## config.mk

```make
export PLATFORM = sky130hd
export DESIGN_NAME = npc_ctrl_flat
export DESIGN_NICKNAME = d
export VERILOG_FILES = /design/src/rtl/npc_ctrl_if.sv /design/src/rtl/npc_ctrl.sv /design/src/flat_wrapper.sv
export SDC_FILE = /design/constraint.sdc
export NUM_CORES = 1
export LEC_CHECK = 0
export CAP_MARGIN = 20
export CORE_ASPECT_RATIO = 0.8
export CORE_MARGIN = 2
export CORE_UTILIZATION = 39
export DETAILED_ROUTE_END_ITERATION = 7
export PLACE_DENSITY = 0.68
export SLEW_MARGIN = 20
export SYNTH_ARGS = -nofsm -noshare
export SYNTH_HDL_FRONTEND = slang
export SYNTH_SLANG_ARGS = --single-unit
```

## constraint.sdc

```tcl
create_clock -name clk -period 4.8 [get_ports clk]
set_clock_uncertainty 0.15 [all_clocks]
set_input_delay 0.48 -clock clk [delete_from_list [all_inputs] [get_ports clk]]
set_output_delay 0.48 -clock clk [all_outputs]
set_load 0.005 [all_outputs]
```

## src/rtl/npc_ctrl_if.sv

```systemverilog
// Fetch and load/store handshake bundle between the NPC sequencer and its IFU/LSU.
// The sequencer is the master: it raises the requests and consumes the responses.
interface npc_ctrl_if;
  logic        ifu_req;
  logic        ifu_rvalid;
  logic [31:0] ifu_rdata;
  logic        lsu_req;
  logic        lsu_wen;
  logic        lsu_done;

  modport master (
    output ifu_req,
    input  ifu_rvalid,
    input  ifu_rdata,
    output lsu_req,
    output lsu_wen,
    input  lsu_done
  );

  modport slave (
    input  ifu_req,
    output ifu_rvalid,
    output ifu_rdata,
    input  lsu_req,
    input  lsu_wen,
    output lsu_done
  );
endinterface

```

## src/rtl/npc_ctrl.sv

```systemverilog
// Multi-cycle sequencer for the single-issue NPC core: FETCH -> EXEC -> [MEM] -> WB,
// with HALT on ebreak and ERROR on a memory-response timeout.
module npc_ctrl #(
  parameter int TIMEOUT = 256,
  parameter int CNT_W   = 64
) (
  input  logic             clk,
  input  logic             rst,
  npc_ctrl_if.master       bus,
  output logic [31:0]      inst,
  input  logic             dec_mem_ren,
  input  logic             dec_mem_wen,
  input  logic             dec_reg_wen,
  input  logic             dec_halt,
  output logic             pc_wen,
  output logic             reg_wen,
  output logic             retire,
  output logic [CNT_W-1:0] retire_cnt,
  output logic             halted,
  output logic             err
);

  localparam logic [31:0] NOP    = 32'h0000_0013;
  localparam int          WAIT_W = (TIMEOUT > 2) ? $clog2(TIMEOUT) : 1;
  localparam logic [WAIT_W-1:0] WAIT_MAX = WAIT_W'(TIMEOUT - 1);

  typedef enum logic [2:0] {
    S_FETCH = 3'd0,
    S_EXEC  = 3'd1,
    S_MEM   = 3'd2,
    S_WB    = 3'd3,
    S_HALT  = 3'd4,
    S_ERROR = 3'd5
  } state_t;

  state_t            state, state_n;
  logic [WAIT_W-1:0] wait_cnt, wait_n;
  logic              rst_hold;
  logic              wen_q;
  logic              load_inst;

  always_ff @(posedge clk) begin
    if (rst) begin
      state      <= S_FETCH;
      rst_hold   <= 1'b1;
      inst       <= NOP;
      retire_cnt <= '0;
      wait_cnt   <= '0;
      wen_q      <= 1'b0;
    end else begin
      state    <= state_n;
      rst_hold <= 1'b0;
      wait_cnt <= wait_n;
      if (load_inst)        inst       <= bus.ifu_rdata;
      // An illegal load+store decode collapses to a store.
      if (state == S_EXEC)  wen_q      <= dec_mem_wen;
      if (state == S_WB)    retire_cnt <= retire_cnt + CNT_W'(1);
    end
  end

  // rst_hold keeps the first post-reset cycle quiet so ifu_req only rises
  // once rst has actually dropped.
  always_comb begin
    state_n   = state;
    wait_n    = wait_cnt;
    load_inst = 1'b0;
    case (state)
      S_FETCH: begin
        if (!rst_hold) begin
          if (bus.ifu_rvalid) begin
            load_inst = 1'b1;
            state_n   = S_EXEC;
            wait_n    = '0;
          end else if (wait_cnt == WAIT_MAX) begin
            state_n = S_ERROR;
            wait_n  = '0;
          end else begin
            wait_n = wait_cnt + WAIT_W'(1);
          end
        end
      end
      S_EXEC: begin
        if (dec_halt)                        state_n = S_HALT;
        else if (dec_mem_ren || dec_mem_wen) state_n = S_MEM;
        else                                 state_n = S_WB;
      end
      S_MEM: begin
        if (bus.lsu_done) begin
          state_n = S_WB;
          wait_n  = '0;
        end else if (wait_cnt == WAIT_MAX) begin
          state_n = S_ERROR;
          wait_n  = '0;
        end else begin
          wait_n = wait_cnt + WAIT_W'(1);
        end
      end
      S_WB:    state_n = S_FETCH;
      S_HALT:  state_n = S_HALT;
      S_ERROR: state_n = S_ERROR;
      default: state_n = S_ERROR;
    endcase
  end

  // Outputs decode state/registers only; no response input reaches them.
  assign bus.ifu_req = (state == S_FETCH) && !rst_hold;
  assign bus.lsu_req = (state == S_MEM);
  assign bus.lsu_wen = (state == S_MEM) && wen_q;
  assign pc_wen      = (state == S_WB);
  assign retire      = (state == S_WB);
  assign reg_wen     = (state == S_WB) && dec_reg_wen && !wen_q;
  assign halted      = (state == S_HALT);
  assign err         = (state == S_ERROR);

endmodule

```

## src/flat_wrapper.sv

```systemverilog
// flat-port wrapper written by rule: the top's interface ports become plain ports
module npc_ctrl_flat 
#(
  parameter int TIMEOUT = 256,
  parameter int CNT_W   = 64
)
  (clk, rst, inst, dec_mem_ren, dec_mem_wen, dec_reg_wen, dec_halt, pc_wen, reg_wen, retire, retire_cnt, halted, err, bus_ifu_req, bus_ifu_rvalid, bus_ifu_rdata, bus_lsu_req, bus_lsu_wen, bus_lsu_done);
  npc_ctrl_if bus_i ();
  input  logic clk;
  input  logic rst;
  output logic [31:0] inst;
  input  logic dec_mem_ren;
  input  logic dec_mem_wen;
  input  logic dec_reg_wen;
  input  logic dec_halt;
  output logic pc_wen;
  output logic reg_wen;
  output logic retire;
  output logic [CNT_W-1:0] retire_cnt;
  output logic halted;
  output logic err;
  output wire logic [$bits(bus_i.ifu_req)-1:0] bus_ifu_req;
  input wire logic [$bits(bus_i.ifu_rvalid)-1:0] bus_ifu_rvalid;
  input wire logic [$bits(bus_i.ifu_rdata)-1:0] bus_ifu_rdata;
  output wire logic [$bits(bus_i.lsu_req)-1:0] bus_lsu_req;
  output wire logic [$bits(bus_i.lsu_wen)-1:0] bus_lsu_wen;
  input wire logic [$bits(bus_i.lsu_done)-1:0] bus_lsu_done;
  assign bus_ifu_req = bus_i.ifu_req;
  assign bus_i.ifu_rvalid = bus_ifu_rvalid;
  assign bus_i.ifu_rdata = bus_ifu_rdata;
  assign bus_lsu_req = bus_i.lsu_req;
  assign bus_lsu_wen = bus_i.lsu_wen;
  assign bus_i.lsu_done = bus_lsu_done;
  npc_ctrl #(.TIMEOUT(TIMEOUT), .CNT_W(CNT_W)) u_core (.clk(clk), .rst(rst), .bus(bus_i), .inst(inst), .dec_mem_ren(dec_mem_ren), .dec_mem_wen(dec_mem_wen), .dec_reg_wen(dec_reg_wen), .dec_halt(dec_halt), .pc_wen(pc_wen), .reg_wen(reg_wen), .retire(retire), .retire_cnt(retire_cnt), .halted(halted), .err(err));
endmodule
```

* Word-level counts from Yosys, hierarchy flattened
Index checks and enable logic that the tools add are counted.
** Word-level totals
- Memories kept :: 0
- Output and inout bits :: 104
- Word-level logic and storage cells :: 41
- Memory bits (writable) :: 0
- Bits of input ports :: 40
- Bits in read-only memories :: 0
- Register bits :: 109
- Latch bits :: 0
** Operators by class
- Bitwise logic cells :: 0
- Equal/unequal tests :: 7
- Muxes and demuxes :: 16
- Add/subtract/negate cells :: 2
- Reductions and logical operators :: 10
- $mul :: 0
- Order comparisons :: 0
- Div/mod/pow operators :: 0
- Shifts and indexed selects :: 0
** Operators with widths (number)
- 64-bit by 1-bit adder with 64-bit output (second input constant) :: 1
- 8-bit 2-to-1 mux :: 4
- 8-bit one-hot mux with 2 select lines :: 1
- 3-bit 2-to-1 mux :: 5
- 3-bit one-hot mux with 5 select lines :: 1
- 8-bit by 1-bit adder with 8-bit output (second input constant) :: 1
- 8-bit == test (second input constant) :: 1
- 3-bit by 2-bit == test with 1-bit output (second input constant) :: 2
- 3-bit == test (second input constant) :: 2
- 1-bit 2-to-1 mux :: 5
- 1-bit logical AND :: 4
- 3-bit by 1-bit == test with 1-bit output (second input constant) :: 1
- 3-bit logical NOT :: 1
- 1-bit logical NOT :: 2
- 2-bit inequality test (second input constant) :: 1
- 2-bit AND reduction :: 1
- 2-bit nonzero test :: 1
- 1-bit logical OR :: 1

* Logic depth before layout (Yosys ltp)
Gate-level depths: netlist (run 1).
- Depth in word-level cells :: 5
- Gate-level depth with buffers :: 7
- Mapped depth without buffers :: 6

* Worst setup path before layout (run 1)
OpenSTA, ideal clock, no wires.
- Path type :: register to register
- Start :: reg u_core.retire_cnt[3]
- End :: reg u_core.retire_cnt[56]
- Clock period less this slack :: 2.542 ns
- Path buffers :: 2
- Arrival time :: 2.322 ns
- Cell stages (with the launch flop) :: 8
- Slack :: 2.258 ns
- Required time :: 4.580 ns
- Setup time :: 0.070 ns
- Cell sequence :: dfxtp_1 -> nand4_1 -> or4_1 -> clkbuf_1 -> or4_1 -> buf_2 -> or3_1 -> a21oi_1
** On the way
- Longest elaborated chain between the ends :: 1
** Ends and longest elaborated chain
- from (decl) :: RTL line npc_ctrl.sv:18 : output logic [CNT_W-1:0] retire_cnt,
- from (signal assigned) :: RTL line npc_ctrl.sv:57 : if (state == S_WB) retire_cnt <= retire_cnt + CNT_W'(1);
- 64-bit by 1-bit adder with 64-bit output :: RTL line npc_ctrl.sv:57
Every way passes these cells.
A chain may end at the register's enable or synchronous reset.

* Worst setup path in the final report (run 1)
- Start :: reg u_core.state[0]
- End :: reg u_core.retire_cnt[60]
** On the way
- Longest elaborated chain between the ends :: 1
** Ends and longest elaborated chain
- from (decl) :: RTL line npc_ctrl.sv:36 : state_t state, state_n;
- from (signal assigned) :: RTL line npc_ctrl.sv:51 : state <= state_n;
- 3-bit by 2-bit == test with 1-bit output :: RTL line npc_ctrl.sv:57
Every way passes these cells.

==> results.ini, run 1 <==
[outcome]
status=completed

[floorplan]
rows=35
die_area_um2=13000
die_w_um=127
die_y_um=102
ios=144
core_area_um2=11600
initial_core_util=0.406

[timing]
finalSetupViolCount=0
maxSlewViolCount=0
fin_hold_ws_ns=0.303
relSlewSlack=0.378
final_hold_viol_count=0
fmax_ghz=0.296
fin_crit_ns=3.38
tightest_slew_ns=0.933
fin_setup_tns_ns=0
finalCritPeriodShare=0.704
rsz0062_at_grt=false

[layout]
drive_gt1_frac=0.0353
area_delta_synth_final_pct=39.2
final_core_util=0.564
num_antenna_cells=0
nets=745
design_area_um2=6580
fillers=1020
final_common_cell=clkdlybuf4s50_1
layout_common_cells=142 x clkdlybuf4s50_1, 109 x dfxtp_1, 89 x nand2_1, 64 x nor2_1, 53 x a21oi_1

[grt]
grt_first_pass_wirelength_mm=19.8
grt_max_degree=49
antenna_found_initial=0
first_global_vias=4087
grt_overflow=0
grt.total_usage=0.186

[synthesis]
synth_cell_types=44
yosys_warnings=0
yosys.area.top_type=dfxtp_1
synth_cells=578
synth_edf_count=0
ys_seq_area_frac=0.462
yosys-top-cells-area=dfxtp_1 46%, xnor2_1 7.2%, nand2_1 7.1%, a21oi_1 5.6%, nor2_1 5.1%
synth_ff_type=dfxtp_1
syn_area_per_cell_um2=8.17
synth_seq_cells=109
synth_top_area_frac=0.462
async_flop_share=0
syn-num-nets=620
synth_area_um2=4720

[detailed_routing]
antenna_left=0
wl_per_cell_um=14.1
wl_mm=12.1
drt-pass1-iter-count=4
drc=0
drt_iter0_drc=306
vias=4449
viasPerCell=5.20

[critical_path]
worstSetupPathType=flop to flop
rr_worst_depth=5
r2r-start=u_core.state[0]$_SDFFE_PP0P_
cp-end-kind=flop
startpoint_type=flop
critPathLaunch=u_core.state[0]$_SDFFE_PP0P_
critical_path.endpoint=u_core.retire_cnt[60]$_SDFFE_PP0P_
reg2reg_to=u_core.retire_cnt[60]$_SDFFE_PP0P_
cp_max_fo=14
ff2ff_setup_slack_ns=1.42
required_ns=4.91
crit_arrival_ns=3.49

[power]
p_seq_frac=0.495
p_sw_frac=0.215
power_density_nw_per_um2=287
ir_drop_v=0.000215
finalPower_mw=1.89
intPower_mw=1.48
pwr-share-clk=0.432
power.switching_mw=0.406
p_comb_frac=0.073
power_leakage_nw=2.14

[clocking]
cts_max_level=3
clock-sinks=109
cts_resized=0
cts_buffers=9
hold_buffers=0
root_buffer=clkbuf_16
postCtsSetupBuffers=0
cts.clk_slew.worst_paths_ns=0.07
insertion_delay_ns=0.35
clock_path_buffers=2
cts_tree=done

[place]
io_buffers=143
hpwlAfterDp_mm=8.45
placed_cell_area_um2=6230
place.gp.congestion=0.792

[hold_path]
hold_class=flop to flop

[run]
drv_cap=0

synthesized netlist by cell type, types with 6 or more instances:
| master | number |
|---|---|
| xnor2_1 | 39 |
| or3_1 | 15 |
| nand3_1 | 23 |
| xor2_1 | 10 |
| and3_1 | 6 |
| dfxtp_1 | 109 |
| nand2_1 | 89 |
| nor2_1 | 64 |
| inv_1 | 9 |
| nand4_1 | 15 |
| nor4_1 | 21 |
| clkbuf_1 | 32 |
| nor3_1 | 15 |
| a21oi_1 | 53 |
| and4_1 | 9 |
| o21ai_1 | 7 |
| o21ai_0 | 14 |
worst max-delay path, cell delays in order, from the launching register on:
cell and delay, ns:
dfxtp_1 0.53, and4b_1 0.43, nand4_1 0.59, or4_1 0.89, or4_1 0.55, a21oi_1 0.15
final cells by class:
cell class	count	area, um2	area share
Timing Repair Buffer	148	1470	0.224
Inverter	9	33.8	0.00514
Sequential cell	109	2180	0.332
Clock inverter	4	70.1	0.0107
Tap cell	148	185	0.0282
Multi-Input combinational cell	426	2380	0.361
Clock buffer	12	256	0.0390
power groups by stage:
stage / Combinational [mW] / Sequential, mW / Clock [mW]
CTS: 0.139 / 0.935 / 0.835
global placement: 0.136 / 0.955 / 0
floorplan: 0.0594 / 0.954 / 0
detailed placement: 0.138 / 0.956 / 0
global route: 0.154 / 0.937 / 0.869
finish: 0.139 / 0.935 / 0.816
layer usage:
| metal | part of all wire | vias up | GRT usage |
|---|---|---|---|
| met2 | 0.43 | 139 | 0.283 |
| met1 | 0.47 | 2039 | 0.245 |
| met5 | 0 | - | 0 |
| met3 | 0.088 | 10 | 0.0754 |
| met4 | 0.010 | 0 | 0.0533 |
| li1 | - | 2261 | - |
worst min path at each step:
stage,cells past startpoint,start,slack [ns],endpoint
after global placement,2,u_core.inst[6]$_SDFFE_PP0P_,0.29,u_core.inst[6]$_SDFFE_PP0P_
after CTS,2,u_core.inst[21]$_SDFFE_PP0P_,0.31,u_core.inst[21]$_SDFFE_PP0P_
after floorplan,2,u_core.inst[10]$_SDFFE_PP0P_,0.30,u_core.inst[10]$_SDFFE_PP0P_
after detailed placement,2,u_core.inst[21]$_SDFFE_PP0P_,0.30,u_core.inst[21]$_SDFFE_PP0P_
final,2,u_core.inst[21]$_SDFFE_PP0P_,0.30,u_core.inst[21]$_SDFFE_PP0P_
after global routing,2,u_core.inst[23]$_SDFFE_PP0P_,0.32,u_core.inst[23]$_SDFFE_PP0P_
kinds of logic after synthesis:
kind of cell               after synthesis  synth area share
and+or+nand+nor                        287             0.303
xor gates and xnor gates                49            0.0908
AOI/OAI and AO/OA                       84            0.0953
buffers and inverters                   43            0.0352
DFF                                    109             0.462
adders and majority gates                2           0.00530
muxes                                    4           0.00874
flip-flops by register name, summed over array words and instances, names as in the netlist:
register / count
u_core.state: 3
u_core.wen_q: 1
u_core.inst: 32
u_core.rst_hold: 1
u_core.retire_cnt: 64
u_core.wait_cnt: 8
stage by stage:
step	instances	worst slack [ns]
CTS	855	1.47
global route	856	1.27
floorplan	578	2.26
global placement	839	1.60
finish	856	1.42
detailed placement	839	1.50
(Power assumes the default switching activity.)
==> run 2, diff against run 1 <==
--- a/config.mk
+++ b/config.mk
@@ -10,7 +10,7 @@
 export CORE_MARGIN = 2
 export CORE_UTILIZATION = 39
 export DETAILED_ROUTE_END_ITERATION = 7
-export PLACE_DENSITY = 0.68
+export PLACE_DENSITY = 0.71
 export SLEW_MARGIN = 20
 export SYNTH_ARGS = -nofsm -noshare
 export SYNTH_HDL_FRONTEND = slang
==> constraint.sdc (replaced) <==
create_clock -name clk -period 2.9 [get_ports clk]
set_clock_uncertainty 0.15 [all_clocks]
set_input_delay 0.29 -clock clk [delete_from_list [all_inputs] [get_ports clk]]
set_output_delay 0.29 -clock clk [all_outputs]
set_load 0.005 [all_outputs]
==> results.ini, run 2 (synthesized netlist as in run 1, its figures left out) <==
[floorplan]
ios=144  ; unchanged
rows=35  ; unchanged
die_y_um=102  ; unchanged
die_w_um=127  ; unchanged
initial_core_util=0.406  ; unchanged
die_area_um2=13000  ; unchanged
core_area_um2=11600  ; unchanged

[grt]
grt_max_degree=44  ; was 49
grt.total_usage=0.186  ; about the same
grt_overflow=0  ; unchanged
antenna_found_initial=0  ; unchanged
first_global_vias=4084  ; was 4087
grt_first_pass_wirelength_mm=19.9  ; was 19.8 mm

[layout]
largest_reg_flops=64  ; unchanged
nets=762  ; was 745
drive_gt1_frac=0.0593  ; was 0.0353
area_delta_synth_final_pct=41.0  ; was 39.2%
regMostFlops=u_core.retire_cnt  ; unchanged
reg_top3=u_core.retire_cnt (64), u_core.inst (32), u_core.wait_cnt (8)  ; unchanged
final_common_cell=clkdlybuf4s50_1  ; unchanged
layout_common_cells=142 x clkdlybuf4s50_1, 109 x dfxtp_1, 89 x nand2_1, 64 x nor2_1, 53 x a21oi_1  ; unchanged
num_antenna_cells=0  ; unchanged
design_area_um2=6660  ; was 6580 um2

[timing]
finalSetupViolCount=0  ; unchanged
fin_crit_ns=2.69  ; was 3.38 ns
tightest_slew_ns=0.676  ; was 0.933 ns
final_hold_viol_count=0  ; unchanged
relSlewSlack=0.545  ; was 0.378
setup_ws_ns=0.208  ; was 1.42 ns
fmax_ghz=0.371  ; was 0.296 GHz
finalCritPeriodShare=0.928  ; was 0.704
maxSlewViolCount=0  ; unchanged
fin_setup_tns_ns=0  ; unchanged
rsz0062_at_grt=false  ; unchanged

[critical_path]
required_ns=3.02  ; was 4.91 ns
r2r-start=u_core.retire_cnt[9]$_SDFFE_PP0P_  ; was u_core.state[0]$_SDFFE_PP0P_
reg2reg_to=u_core.retire_cnt[58]$_SDFFE_PP0P_  ; was u_core.retire_cnt[60]$_SDFFE_PP0P_
worstSetupPathType=flop to flop  ; unchanged
max_stage_delay_ns=0.61  ; was 0.89 ns
path_cells=nand4_1 -> or4_4 -> or4_1 -> buf_4 -> or3_1 -> a21oi_1  ; was and4b_1 -> nand4_1 -> or4_1 -> or4_1 -> a21oi_1
crit_arrival_ns=2.81  ; was 3.49 ns
cp-end-kind=flop  ; unchanged
cp_slowest_cell=or4_4  ; was or4_1
rr_worst_depth=6  ; was 5
ff2ff_setup_slack_ns=0.21  ; was 1.42 ns
startpoint_type=flop  ; unchanged
cp_max_fo=11  ; was 14

[place]
hpwlAfterDp_mm=8.71  ; was 8.45 mm
place.gp.congestion=0.829  ; was 0.792
place_ws_ns=0.119  ; was 1.50 ns
placed_cell_area_um2=6370  ; was 6230 um2
io_buffers=143  ; unchanged

[detailed_routing]
viasPerCell=5.17  ; was 5.20
wl_mm=12.2  ; was 12.1 mm
wl_per_cell_um=13.9  ; was 14.1 um
vias=4516  ; was 4449
antenna_left=0  ; unchanged
drt-pass1-iter-count=4  ; unchanged
drc=0  ; unchanged
drt_iter0_drc=264  ; was 306

[clocking]
clock_path_buffers=2  ; unchanged
postCtsSetupBuffers=0  ; unchanged
clock-sinks=109  ; unchanged
cts_buffers=9  ; unchanged
hold_buffers=0  ; unchanged
root_buffer=clkbuf_16  ; unchanged
cts.clk_slew.worst_paths_ns=0.07  ; about the same
insertion_delay_ns=0.35  ; about the same
cts_max_level=3  ; unchanged
cts_resized=0  ; unchanged
cts_tree=done  ; unchanged

[hold_path]
min_path_cells=1  ; was 2
min_to=u_core.rst_hold$_DFF_P_  ; was u_core.inst[21]$_SDFFE_PP0P_
min-delay-start=rst  ; was u_core.inst[21]$_SDFFE_PP0P_
hold_class=input port to flop  ; was flop to flop

[power]
power_leakage_nw=2.20  ; was 2.14 nW
ir_drop_v=0.000305  ; was 0.000215 V
power_density_nw_per_um2=446  ; was 287 nW/um2

[outcome]
status=completed  ; unchanged

[run]
drv_cap=0  ; unchanged

[run 2: per-layer routing]
layer  vias to the layer above  routed length (um)  track usage
li1                       2285                   -            -
met1                      2085                5660        0.245
met2                       133                5290        0.291
met3                        13                1070       0.0738
met4                         0                 128       0.0406
met5                         -                   0            0
[run 2: cell type report]
cell class / count / area [um2]
clock inverter: 4 / 32.5
sequential: 109 / 2180
clock buffer: 12 / 256
multi-input combinational: 426 / 2380
fill: 1017 / 4980
timing repair buffer: 165 / 1590
inverter: 9 / 33.8
tap: 148 / 185
[run 2: worst max-delay path by stage]
stage / startpoint / to / cells after the start
detailed placement: u_core.retire_cnt[9]$_SDFFE_PP0P_ / u_core.retire_cnt[62]$_SDFFE_PP0P_ / 6
global placement: u_core.retire_cnt[9]$_SDFFE_PP0P_ / u_core.retire_cnt[60]$_SDFFE_PP0P_ / 5
CTS: u_core.retire_cnt[9]$_SDFFE_PP0P_ / u_core.retire_cnt[60]$_SDFFE_PP0P_ / 5
finish: u_core.retire_cnt[9]$_SDFFE_PP0P_ / u_core.retire_cnt[58]$_SDFFE_PP0P_ / 6
floorplan: u_core.retire_cnt[3]$_SDFFE_PP0P_ / u_core.retire_cnt[56]$_SDFFE_PP0P_ / 7
global route: u_core.retire_cnt[9]$_SDFFE_PP0P_ / u_core.retire_cnt[56]$_SDFFE_PP0P_ / 6
[run 2: per-stage QoR]
step                 util  power, mW  hold WS [ns]  instances
finish              0.572       2.97         0.158        873
global route        0.572       3.08         0.165        873
CTS                 0.572       3.00         0.147        873
detailed placement  0.547       1.81         0.299        857
global placement    0.547       1.81         0.292        857
floorplan               -       1.68         0.168        578
[run 2: where the power goes]
part	total (mW)	internal, mW	switching (mW)
clock	1.20	0.634	0.563
combinational	0.234	0.128	0.105
sequential	1.54	1.53	0.0166
total	2.97	2.29	0.685
[run 2: critical path: cells and delay by family (launching register included)]
family	cells	cell delay, ns
AOI/OAI and AO/OA	1	0.14
buffers and inverters	1	0.20
DFF	1	0.40
and+or+nand+nor	4	1.75
==> run 3, diff against run 2 <==
--- a/config.mk
+++ b/config.mk
@@ -5,7 +5,6 @@
 export SDC_FILE = /design/constraint.sdc
 export NUM_CORES = 1
 export LEC_CHECK = 0
-export CAP_MARGIN = 20
 export CORE_ASPECT_RATIO = 0.8
 export CORE_MARGIN = 2
 export CORE_UTILIZATION = 39
==> results of run 3 <==
The final DEF is identical to that of run 2; final timing and power are the same.
